<file path="src/rtl/truth_table_checker_sat_counter.sv">
// ----------------------------------------------------------------------------
// sat_counter
//   Saturating up-counter used for the pass and fail tallies.
//   Ports:
//     clk    : rising-edge clock
//     reset  : synchronous active-high reset, highest priority
//     clear  : synchronous clear, below reset
//     inc    : count one event this cycle
//     count  : current value; sticks at all-ones instead of wrapping
//   Parameter:
//     W      : counter width
// ----------------------------------------------------------------------------
module sat_counter #(
   parameter int W = 8
) (
   input  logic         clk,
   input  logic         reset,
   input  logic         clear,
   input  logic         inc,
   output logic [W-1:0] count
);

   localparam logic [W-1:0] COUNT_MAX = '1;

   logic [W-1:0] count_reg;

   always_ff @(posedge clk) begin
      if (reset) begin
         count_reg <= '0;
      end else if (clear) begin
         count_reg <= '0;
      end else if (inc && (count_reg != COUNT_MAX)) begin
         count_reg <= count_reg + 1'b1;
      end
   end

   assign count = count_reg;

endmodule : sat_counter

</file>
<file path="config.mk">
export PLATFORM = sky130hd
export DESIGN_NAME = sat_counter
export DESIGN_NICKNAME = d
export VERILOG_FILES = /design/src/rtl/truth_table_checker_sat_counter.sv
export SDC_FILE = /design/constraint.sdc
export NUM_CORES = 1
export LEC_CHECK = 0
export ABC_AREA = 1
export ABC_CLOCK_PERIOD_IN_PS = 3400
export BUFFER_PORTS_ARGS = -buffer_cell sky130_fd_sc_hd__buf_2
export CORE_MARGIN = 2
export CORE_UTILIZATION = 30
export CTS_CLUSTER_DIAMETER = 50
export DETAILED_ROUTE_END_ITERATION = 10
export PLACE_DENSITY = 0.58
export SETUP_SLACK_MARGIN = 0.1
export SYNTH_ARGS = -nofsm -noshare
export SYNTH_HDL_FRONTEND = slang
export SYNTH_SLANG_ARGS = --single-unit
</file>
<file path="constraint.sdc">
create_clock -name clk -period 3.4 [get_ports clk]
set_clock_uncertainty 0.05 [all_clocks]
set_input_delay 1.02 -clock clk [delete_from_list [all_inputs] [get_ports clk]]
set_output_delay 1.02 -clock clk [all_outputs]
set_load 0.005 [all_outputs]
</file>
---- Word level (Yosys, flattened, before mapping) ----
Index checks and enable logic that the tools add are counted.
word-level totals
  register bits ........................... 8
  output and inout port bits .............. 8
  input port bits ......................... 4
cells by class
  reductions and logical operators ........ 2
  add/sub/neg operators ................... 1
  equality and inequality tests ........... 1
operators with widths
  kind                   count
  $add A8 B1 Y8 const B  1
  $ne A8 B8 Y1 const B   1
  $reduce_or A2 Y1       1
  $logic_and A1 B1 Y1    1

---- Longest topological paths before layout ----
  depth after elaboration ................. 2
  gate-level depth with buffers ........... 7
  depth with buffers taken out ............ 7

---- Worst setup path after synthesis ----
OpenSTA, ideal clock, no wires.
  path kind ............................... input port to flip-flop
  from .................................... input port inc
  to ...................................... register count_reg[7] (netlist: count[7])
  cell stages on the path ................. 4
  setup slack ............................. 1.734 ns
  data required time ...................... 3.233 ns
  arrival ................................. 1.499 ns
  cell sequence ........................... clkbuf_1 -> nand2_1 -> nor2_1 -> nor2_1
on the way
  word-level cells in the longest chain between the ends .. 1
RTL lines
  element                 line  source
  start: declaration      19    input logic inc,
  $logic_and A1 B1 Y1     32    end else if (inc && (count_reg != COUNT_MAX)) begin
  end signal: assignment  33    count_reg <= count_reg + 1'b1;
  end: declaration        25    logic [W-1:0] count_reg;
No other way between the ends.
A chain may end at the register's enable or synchronous reset.

---- Worst setup path in the final report ----
  from .................................... register count_reg[0] (netlist: count[0])
  to ...................................... output port count[0]
RTL lines
  element           line  source
  end: declaration  20    output logic [W-1:0] count
No word-level cell between the ends.

==> flow_metrics.env <==
export IMPL_worstRegToRegCells=7
export IMPL_drv_slew=0
export IMPL_dp_hpwl_um=695
export IMPL_start_util_pct=31.3
export IMPL_p_leak_nw=0.258
export IMPL_p_comb_share_pct=8.3
export IMPL_place_inst=99
export IMPL_grt_pass1_vias=395
export IMPL_row_count=14
export IMPL_largest_reg_flops=8
export IMPL_drt_iter0_markers=7
export IMPL_required_ns=2.33
export IMPL_cp_num_buf_inv=1
export IMPL_finalCriticalPeriod_ns=1.87
export IMPL_cts_resized=0
export IMPL_hold_path_class="reg -> reg"
export IMPL_finalHoldViolCount=0
export IMPL_setup_viol_count_final=0
export IMPL_postCtsHoldBufs=0
export IMPL_final_layout_size_suffix_gt1_share_pct=22.1
export IMPL_synth_area_um2=460
export IMPL_synthesis_nets=78
export IMPL_ys_seq_area_share_pct=34.8
export IMPL_post_drt_wl_per_cell_um=9.23
export IMPL_syn_area_per_cell_um2=6.31
export IMPL_wl_um=941
export IMPL_hold_slack_ns=0.451
export IMPL_fmax_ghz=0.533
export IMPL_synth_cell_type_count=14
export IMPL_regToRegStartpoint="count[0]$_SDFFE_PP0P_"
export IMPL_cts_max_level=1
export IMPL_setup_tns_ns=0
export IMPL_grt_ovfl_total=0
export IMPL_dr_total_vias=471
export IMPL_core_area_um2=1470
export IMPL_hold_start="count[6]$_SDFFE_PP0P_"
export IMPL_die_h_um=43.2
export IMPL_numCtsBuffers=3
export IMPL_diodes=0
export IMPL_p_seq_share_pct=52.1
export IMPL_cp_end_kind="output pin"
export IMPL_vdd_drop_max_mv=0.179
export IMPL_cp_start_kind="flip-flop"
export IMPL_cp_arrival_ns=0.80
export IMPL_clkPwrFrac_pct=39.6
export IMPL_cap_violations=0
export IMPL_final_nets=93
export IMPL_p_int_uw=143
export IMPL_switching_share_pct=24.2
export IMPL_viasPerCell=4.62
export IMPL_hold_path_cell_count=2
export IMPL_cts_tree="yes"
export IMPL_io_pins=12
export IMPL_cts_root_buf="clkbuf_4"
export IMPL_clk_latency_ns=0.26
export IMPL_place_congestion=0.742
export IMPL_path_cells="buf_2"
export IMPL_status="finished clean"
export IMPL_yosys_warnings=0
export IMPL_crit_cells=1
export IMPL_whs_endpoint="count[6]$_SDFFE_PP0P_"
export IMPL_drc=0
export IMPL_yosys_register_bits=8
export IMPL_grt_max_degree=13
export IMPL_die_x_um=43.2
export IMPL_cts_sinks=8
export IMPL_grt_antenna_before_repair=0
export IMPL_crit_type="reg -> out"
export IMPL_post_cts_buffers=0
export IMPL_r2r_slack_ns=2.10
export IMPL_cp_slowest_stage_delay_ns=0.40
export IMPL_dieArea_um2=1860
export IMPL_totalPowerFinal_uw=188
export IMPL_synthCells=73
export IMPL_grt_pass1_wl_mm=1.61
export IMPL_cp_max_fo=6
export IMPL_p_switching_uw=45.5
export IMPL_max_slew_margin_pct=65.9
export IMPL_cpMaxStageDelayCell="dfxtp_1"
export IMPL_clk_pin_slew_ns=0.06
export IMPL_finalCritPeriodShare_pct=55.1
export IMPL_firstDrtPassIters=4
export IMPL_powerDensity_nw_per_um2=340
export IMPL_grt_use_total_pct=11.4
export IMPL_reg2reg_to="count[7]$_SDFFE_PP0P_"
export IMPL_crit_family="flip-flops"
export IMPL_cts_path_max_buffers=2
export IMPL_rsz0062_at_grt="false"
export IMPL_areaGrowthSynthToFinish_pct=20.4
export IMPL_tightestPinTransition_ns=0.509
export IMPL_io_buffer_count=11
export IMPL_final_cell_count_no_fill=102
export IMPL_ant_nets=0
-- cell usage after synthesis, drive strengths merged --
library cell / n / area, µm²
nand4: 1 / 6.26
nor2: 16 / 67.6
inv: 9 / 33.8
o21ai: 2 / 10.0
ha: 1 / 12.5
a21oi: 6 / 30.0
nand3: 10 / 62.6
nand2: 19 / 73.8
clkbuf: 1 / 3.75
dfxtp: 8 / 160
-- tightest hold or removal path, stage by stage, from the launching register on --
cell	delay, ns
dfxtp_1	0.33
inv_1	0.08
a21oi_1	0.06
-- cells in the final DEF, fill, tap and decap left out, drive strengths merged --
cell type / count
o21ai: 2
a21oi: 6
clkbuf: 3
ha: 1
nand4: 1
nor2: 16
nand3: 10
dfxtp: 8
nand2: 19
buf: 11
inv: 9
-- how the worst max path moves through the flow --
stage,start,endpoint,slack [ns]
finish,count[0]$_SDFFE_PP0P_,count[0],1.53
global route,count[0]$_SDFFE_PP0P_,count[0],1.46
global placement,clear,count[7]$_SDFFE_PP0P_,1.49
detailed placement,clear,count[7]$_SDFFE_PP0P_,1.47
floorplan,inc,count[7]$_SDFFE_PP0P_,1.73
CTS,count[0]$_SDFFE_PP0P_,count[0],1.51
-- kinds of logic (layout without fill, tap and decap cells) --
logic type,Yosys count,in the layout,synth area share (%)
AND/OR/NAND/NOR,46,46,45.7
buffers and inverters,10,23,8.15
AO/OA/AOI/OAI,8,8,8.70
flip-flops,8,8,34.8
adder cells (fa/ha/maj),1,1,2.72
-- layer usage --
layer | share of wire, % | vias up | track usage, %
li1 | - | 261 | -
met1 | 50 | 196 | 14.5
met2 | 42 | 12 | 16.7
met3 | 6.2 | 2 | 4.26
met4 | 1.8 | 0 | 5.45
met5 | 0 | - | 0
-- area by class of cell --
class | count | area [µm²]
fill | 176 | 917
multi-input combinational | 55 | 263
tap | 16 | 20.0
timing repair buffer | 11 | 55.1
clock buffer | 3 | 22.5
inverter | 9 | 33.8
sequential | 8 | 160
-- power groups by stage --
stage / clock network, mW / logic, mW / registers, mW
finish: 0.0745 / 0.0157 / 0.0981
global route: 0.0813 / 0.0181 / 0.0985
CTS: 0.0775 / 0.0159 / 0.0981
detailed placement: 0 / 0.0158 / 0.100
global placement: 0 / 0.0155 / 0.100
floorplan: 0 / 0.0104 / 0.100
-- per-stage QoR --
step | instance area (µm²) | util (%) | setup slack (ns)
final | 554 | 37.7 | 1.53
after global routing | 554 | 37.7 | 1.46
after CTS | 554 | 37.7 | 1.51
after detailed placement | 532 | 36.1 | 1.47
after global placement | 532 | 36.1 | 1.49
after floorplan | 460 | - | 1.73
(Power assumes the default switching activity.)
